$ cat config.mk
export PLATFORM = sky130hd
export DESIGN_NAME = id_ex_stage
export DESIGN_NICKNAME = d
export VERILOG_FILES = /design/src/rtl/id_ex_stage.sv
export SDC_FILE = /design/constraint.sdc
export NUM_CORES = 1
export LEC_CHECK = 0
export ABC_AREA = 1
export CORE_AREA = 2 2 171 173
export CTS_CLUSTER_DIAMETER = 150
export CTS_CLUSTER_SIZE = 20
export DETAILED_ROUTE_END_ITERATION = 16
export DIE_AREA = 0 0 173 175
export GPL_ROUTABILITY_DRIVEN = 1
export GPL_TIMING_DRIVEN = 1
export PLACE_DENSITY_LB_ADDON = 0.2
export SLEW_MARGIN = 0
export SYNTH_ARGS = -nofsm -noshare
export SYNTH_HDL_FRONTEND = slang
export SYNTH_SLANG_ARGS = --single-unit
$ cat constraint.sdc
create_clock -name clk -period 10.65 [get_ports clk]
set_input_delay 2.6625 -clock clk [delete_from_list [all_inputs] [get_ports clk]]
set_output_delay 2.6625 -clock clk [all_outputs]
set_load 0.03 [all_outputs]
$ cat src/rtl/id_ex_stage.sv
// ID/EX pipeline register: decodes the ALU op, selects operand b and holds one entry for execute.
// Optional operand forwarding (capture and stall re-evaluation) is enabled by defining ID_EX_FWD_EN.
module id_ex_stage #(
    parameter int XLEN = 64
) (
    input  logic            clk,
    input  logic            reset,
    input  logic            in_valid,
    output logic            in_ready,
    input  logic [XLEN-1:0] in_rs1_data,
    input  logic [XLEN-1:0] in_rs2_data,
    input  logic [XLEN-1:0] in_imm,
    input  logic [4:0]      in_rs1,
    input  logic [4:0]      in_rs2,
    input  logic [4:0]      in_rd,
    input  logic [1:0]      in_aluop,
    input  logic [2:0]      in_funct3,
    input  logic            in_funct7_5,
    input  logic            in_alusrc,
    input  logic [4:0]      in_ctrl,
    input  logic            flush,
`ifdef ID_EX_FWD_EN
    input  logic            fwd_em_we,
    input  logic [4:0]      fwd_em_rd,
    input  logic [XLEN-1:0] fwd_em_data,
    input  logic            fwd_mw_we,
    input  logic [4:0]      fwd_mw_rd,
    input  logic [XLEN-1:0] fwd_mw_data,
`endif
    output logic            out_valid,
    input  logic            out_ready,
    output logic [XLEN-1:0] out_a,
    output logic [XLEN-1:0] out_b,
    output logic [3:0]      out_alu_op,
    output logic [XLEN-1:0] out_store_data,
    output logic [4:0]      out_rs1,
    output logic [4:0]      out_rs2,
    output logic [4:0]      out_rd,
    output logic [4:0]      out_ctrl,
    output logic            out_illegal
);

    logic            valid_q, valid_d;
    logic [XLEN-1:0] a_q, a_d;
    logic [XLEN-1:0] b_q, b_d;
    logic [XLEN-1:0] st_q, st_d;
    logic [3:0]      op_q, op_d;
    logic            ill_q, ill_d;
    logic [4:0]      rs1_q, rs1_d;
    logic [4:0]      rs2_q, rs2_d;
    logic [4:0]      rd_q, rd_d;
    logic [4:0]      ctrl_q, ctrl_d;

    logic [3:0]      dec_op;
    logic            dec_ill;
    logic [XLEN-1:0] rs1_val;
    logic [XLEN-1:0] rs2_val;
    logic            capture;

`ifdef ID_EX_FWD_EN
    logic alusrc_q, alusrc_d;

    // EX/MEM is the younger producer, so it takes priority over MEM/WB.
    function automatic logic [XLEN-1:0] fwd_sel(input logic [4:0] idx, input logic [XLEN-1:0] dflt);
        if (fwd_em_we && (fwd_em_rd != 5'd0) && (fwd_em_rd == idx))
            return fwd_em_data;
        else if (fwd_mw_we && (fwd_mw_rd != 5'd0) && (fwd_mw_rd == idx))
            return fwd_mw_data;
        else
            return dflt;
    endfunction

    assign rs1_val = fwd_sel(in_rs1, in_rs1_data);
    assign rs2_val = fwd_sel(in_rs2, in_rs2_data);
`else
    assign rs1_val = in_rs1_data;
    assign rs2_val = in_rs2_data;
`endif

    assign in_ready = !valid_q || out_ready;
    assign capture  = in_valid && in_ready && !flush;

    always_comb begin
        dec_op  = 4'b1111;
        dec_ill = 1'b1;
        case (in_aluop)
            2'b00: begin dec_op = 4'b0010; dec_ill = 1'b0; end
            2'b01: begin dec_op = 4'b0110; dec_ill = 1'b0; end
            2'b10, 2'b11: begin
                case (in_funct3)
                    3'b000: begin
                        // Only R-type uses bit 30 to pick sub; addi ignores it.
                        dec_op  = (in_aluop == 2'b10 && in_funct7_5) ? 4'b0110 : 4'b0010;
                        dec_ill = 1'b0;
                    end
                    3'b111:  begin dec_op = 4'b0000; dec_ill = 1'b0; end
                    3'b110:  begin dec_op = 4'b0001; dec_ill = 1'b0; end
                    default: begin dec_op = 4'b1111; dec_ill = 1'b1; end
                endcase
            end
            default: begin dec_op = 4'b1111; dec_ill = 1'b1; end
        endcase
    end

    always_comb begin
        valid_d = valid_q;
        a_d     = a_q;
        b_d     = b_q;
        st_d    = st_q;
        op_d    = op_q;
        ill_d   = ill_q;
        rs1_d   = rs1_q;
        rs2_d   = rs2_q;
        rd_d    = rd_q;
        ctrl_d  = ctrl_q;
`ifdef ID_EX_FWD_EN
        alusrc_d = alusrc_q;
`endif
        if (flush) begin
            valid_d = 1'b0;
            ill_d   = 1'b0;
        end else if (capture) begin
            valid_d = 1'b1;
            a_d     = rs1_val;
            b_d     = in_alusrc ? in_imm : rs2_val;
            st_d    = rs2_val;
            op_d    = dec_op;
            ill_d   = dec_ill;
            rs1_d   = in_rs1;
            rs2_d   = in_rs2;
            rd_d    = in_rd;
            ctrl_d  = in_ctrl;
`ifdef ID_EX_FWD_EN
            alusrc_d = in_alusrc;
`endif
        end else if (valid_q && out_ready) begin
            valid_d = 1'b0;
        end else if (valid_q) begin
`ifdef ID_EX_FWD_EN
            // A stalled entry keeps picking up results that retire while it waits.
            a_d  = fwd_sel(rs1_q, a_q);
            st_d = fwd_sel(rs2_q, st_q);
            if (!alusrc_q)
                b_d = fwd_sel(rs2_q, b_q);
`endif
        end
    end

    always_ff @(posedge clk or posedge reset) begin
        if (reset) begin
            valid_q <= 1'b0;
            a_q     <= '0;
            b_q     <= '0;
            st_q    <= '0;
            op_q    <= 4'b0000;
            ill_q   <= 1'b0;
            rs1_q   <= 5'd0;
            rs2_q   <= 5'd0;
            rd_q    <= 5'd0;
            ctrl_q  <= 5'd0;
`ifdef ID_EX_FWD_EN
            alusrc_q <= 1'b0;
`endif
        end else begin
            valid_q <= valid_d;
            a_q     <= a_d;
            b_q     <= b_d;
            st_q    <= st_d;
            op_q    <= op_d;
            ill_q   <= ill_d;
            rs1_q   <= rs1_d;
            rs2_q   <= rs2_d;
            rd_q    <= rd_d;
            ctrl_q  <= ctrl_d;
`ifdef ID_EX_FWD_EN
            alusrc_q <= alusrc_d;
`endif
        end
    end

    assign out_valid      = valid_q;
    assign out_a          = a_q;
    assign out_b          = b_q;
    assign out_store_data = st_q;
    assign out_alu_op     = op_q;
    assign out_illegal    = ill_q;
    assign out_rs1        = rs1_q;
    assign out_rs2        = rs2_q;
    assign out_rd         = rd_q;
    assign out_ctrl       = ctrl_q;

endmodule

# After elaboration in Yosys (flattened, before gate mapping)
# Index checks and enable logic that the tools add are counted.
[classes] n_mux=11 n_eq_ne=5 bitwise_logic=1 n_reduce_logical=15
[ops] operator="two-way mux 64 bit" n=1
[ops] operator="case mux 4 bit (3 select lines)" n=2
[ops] operator="equality test 3 bit (second input constant)" n=2
[ops] operator="two-way mux 1 bit" n=6
[ops] operator="equality test 2 bit (second input constant)" n=2
[ops] operator="logical AND 1 bit" n=4
[ops] operator="OR reduction 2 bit" n=2
[ops] operator="logical NOT 3 bit" n=1
[ops] operator="two-way mux 3 bit" n=1
[ops] operator="nonzero test 3 bit" n=1
[ops] operator="OR reduction 3 bit" n=1
[ops] operator="equality test 2 x 1 -> 1 bit (second input constant)" n=1
[ops] operator="logical NOT 1 bit" n=2
[ops] operator="logical NOT 2 bit" n=1
[ops] operator="case mux 1 bit (2 select lines)" n=1
[ops] operator="AND reduction 2 bit" n=1
[ops] operator="nonzero test 2 bit" n=1
[ops] operator="logical OR 1 bit" n=1
[ops] operator="inverter 1 bit" n=1
[totals] inputBits=224 word_cells=42 reg_bits=218 out_inout_bits=219

# Depth between registers and ports, before layout
[depth] ltp_word=6 mapped_depth=8 mapped_depth_nobuf=6

# Worst setup path after synthesis
# No wires, ideal clock.
[synth_timing] path_type="input port to output port" startpoint="input port out_ready" endpoint="output port in_ready" setup_slack_ps=5187 path_stages=2 required_ps=7988 t_arrival_ps=2801 n_path_buf=0 path_cell_list="inv_2 > nand2_4"
[synth_between] elab_chain_cells=1
[synth_lines] element="from (decl)" line="31" text="input logic out_ready,"
[synth_lines] element="logical OR 1 bit" line="80" text="assign in_ready = !valid_q || out_ready;"
[synth_lines] element="to (decl)" line="9" text="output logic in_ready,"
# No other way between the ends.

# Worst setup path in the final report
# Ends and elaborated chain as after synthesis.

==> results.yml <==
timing:
  rsz0062_at_grt: "no"
  timing.setup.tns_ns: 0
  fmax_ghz: 0.152
  worstMarginPinSlew_ns: 0.967
  skew_ns: 0.00698
  fin_crit_sh: 0.618
  holdWs_ns: 0.480
  slew_headroom: 0.356
  hold_viol: 0
  drv_slew: 0
  setup_viol: 0
  period_needed_ns: 6.59
layout:
  fin_area_um2: 14000
  n_fill_cell: 2756
  fin_nets: 1709
  multiInputGateArea_um2: 2930
  layout.cells.non_filler: 1871
  drive_above_1_share: 0.0202
  seqCellArea_um2: 5460
  syn2layout_area_growth_pct: 55.3
cts:
  cts.sinks: 218
  ctsResizeCount: 0
  cts_buffer_depth: 3
  h-tree-depth: 1
  numCtsBuffers: 14
  clkSlewWorstSetupHoldPaths_ns: 0.09
  clk_latency_ns: 0.47
  post_cts_buffers: 0
  cts.hold.buffers_added: 0
  cts_tree: "built"
  root_buffer: "clkbuf_16"
floorplanning:
  start_util: 0.318
  dieHeight_um: 175
  rows: 62
  dieArea_um2: 30300
  die_w_um: 173
  io_pins: 443
  core_um2: 28400
setup_path:
  cp_slowest_cell: "clkdlybuf4s50_1"
  critPathKind: "input pin to output port"
  endpoint_kind: "output port"
  crit_start: "out_ready"
  r2r_slack_ns: 8.03
  r2r_cells: 5
  crit_fanout: 4
  start_kind: "input pin"
  crit_path_cell_trace: "clkdlybuf4s50_1 -> inv_2 -> nand2_4 -> clkdlybuf4s50_1"
  worstPathArrival_ns: 3.92
  slowest_delay_ns: 0.67
  r2r_start: "out_valid$_DFFE_PP0P_"
  crit_path_frequent_cell: "clkdlybuf4s50_1"
  r2r-end: "out_store_data[6]$_DFFE_PP0P_"
  required_ns: 7.99
grt:
  grtUsageTotal: 0.192
  first_global_vias: 8069
  grt_max_degree: 102
  overflow: 0
  grt_pass1_wl_mm: 46.3
  antenna_found_initial: 2
routing:
  drt_iter0_markers: 477
  drcViolationCount: 0
  vias: 8195
  drt-total-wl_mm: 29.7
  drtAntennaViolNets: 0
  drt-pass1-iter-count: 4
  wl_per_cell_um: 15.9
  viasPerCell: 4.38
pwr:
  finalPower_mw: 2.35
  irDropWorstVdd_mv: 0.0904
  power_leakage_nw: 6.84
  power_density_nw_per_um2: 167
min_path:
  whs_path_depth: 2
  hp-start: "out_b[48]$_DFFE_PP0P_"
  hold_end: "out_b[48]$_DFFE_PP0P_"
  hp-class: "register to register"
place:
  dpl.hpwl_mm: 21.2
  placed_cells: 1853
  place_area_um2: 13600
  gp_congestion: 0.792
  port_buffers: 442
synthesis:
  syn_inst: 1081
  netlist_area_um2: 9030
  ys_seq_elements: 218
  syn_area_per_cell_um2: 8.35
  synth.top_cell.area_share: 0.604
  yosys-top-cells-area: "dfrtp_1 60%, nand2_1 24%, o21ai_0 7.1%"
  syn_nets: 1305
  yosys.area.top_type: "dfrtp_1"
  synth_warnings: 0
  synth.distinct_cells: 16
  synth_seq_area_share: 0.604
flow_run:
  maxCapViolCount: 0
outcome:
  status: "completed"
## where the power goes
| part | total, mW | internal, mW | leakage (nW) | switching, mW |
|---|---|---|---|---|
| logic | 0.797 | 0.336 | 3.93 | 0.461 |
| registers | 1.02 | 0.949 | 2.71 | 0.0665 |
| clock network | 0.537 | 0.259 | 0.192 | 0.278 |
| total | 2.35 | 1.54 | 6.84 | 0.806 |
## routing by layer
metal	GRT usage	wire (um)	vias to the layer above
met2	0.318	13900	313
met3	0.0670	2710	42
met4	0.0618	942	0
met1	0.234	12200	3763
li1	-	-	4077
met5	0	0	-
## per-stage QoR
stage,utilization,setup WS (ns)
2_1_floorplan,-,2.02
3_3_place_gp,0.480,4.05
3_5_place_dp,0.480,4.06
4_1_cts,0.494,4.06
5_1_grt,0.494,4.02
6_report,0.494,4.06
## state kept, by name, indices dropped and copies added, names as in the netlist
signal / count
out_rs2: 5
out_ctrl: 5
out_valid: 1
out_illegal: 1
out_rd: 5
out_a: 64
out_rs1: 5
out_store_data: 64
out_alu_op: 4
out_b: 64
## cells by family (layout without fill, tap and decap cells)
logic type      count (synthesis)  after routing  synth area share
simple gates                  598            598             0.253
flops                         218            218             0.604
buf+inv                       135            539            0.0709
compound gates                130            130            0.0723
other cells                     0              2                 0
## synthesized netlist by cell type
library cell	n
buf_6	10
a21boi_1	1
nand2_1	585
buf_2	32
dfrtp_1	218
nand2_4	1
nor2_4	1
inv_1	72
clkbuf_1	14
inv_2	2
nand3_4	1
buf_4	5
o21ai_0	128
a21oi_1	1
nor2_1	4
nand3_1	6
## worst max path at each step
| stage | end | slack [ns] | cells after the start |
|---|---|---|---|
| global placement | in_ready | 4.05 | 4 |
| finish | in_ready | 4.06 | 4 |
| CTS | in_ready | 4.06 | 4 |
| global route | in_ready | 4.02 | 4 |
| floorplan | out_a[0]$_DFFE_PP0P_ | 2.02 | 1 |
| detailed placement | in_ready | 4.06 | 4 |
## area by class of cell
class | count | area share
diodes | 2 | 0.000357
clock buffers | 16 | 0.0277
inverters | 74 | 0.0205
multi-input cells | 728 | 0.209
flip-flops and latches | 218 | 0.389
well taps | 384 | 0.0343
repair buffers | 449 | 0.319
## cell usage in the layout, fill, tap and decap left out
master | netlist | final
nand2_4 | 1 | 1
o21ai_0 | 128 | 128
buf_4 | 5 | 8
a21boi_1 | 1 | 1
a21oi_1 | 1 | 1
nand3_4 | 1 | 1
inv_2 | 2 | 1
inv_8 | 0 | 1
clkbuf_8 | 0 | 1
diode_2 | 0 | 2
inv_1 | 72 | 71
inv_4 | 0 | 1
dfrtp_1 | 218 | 218
nand3_1 | 6 | 6
nand2_1 | 585 | 585
nor2_1 | 4 | 4
nor2_4 | 1 | 1
clkbuf_16 | 0 | 15
clkdlybuf4s50_1 | 0 | 441
## worst max-delay path: cells and delay by family
kind / cells / cell delay [ns]
simple gates: 1 / 0.07
buf+inv: 3 / 1.18
Note: power is estimated with default switching activity, not from simulation.
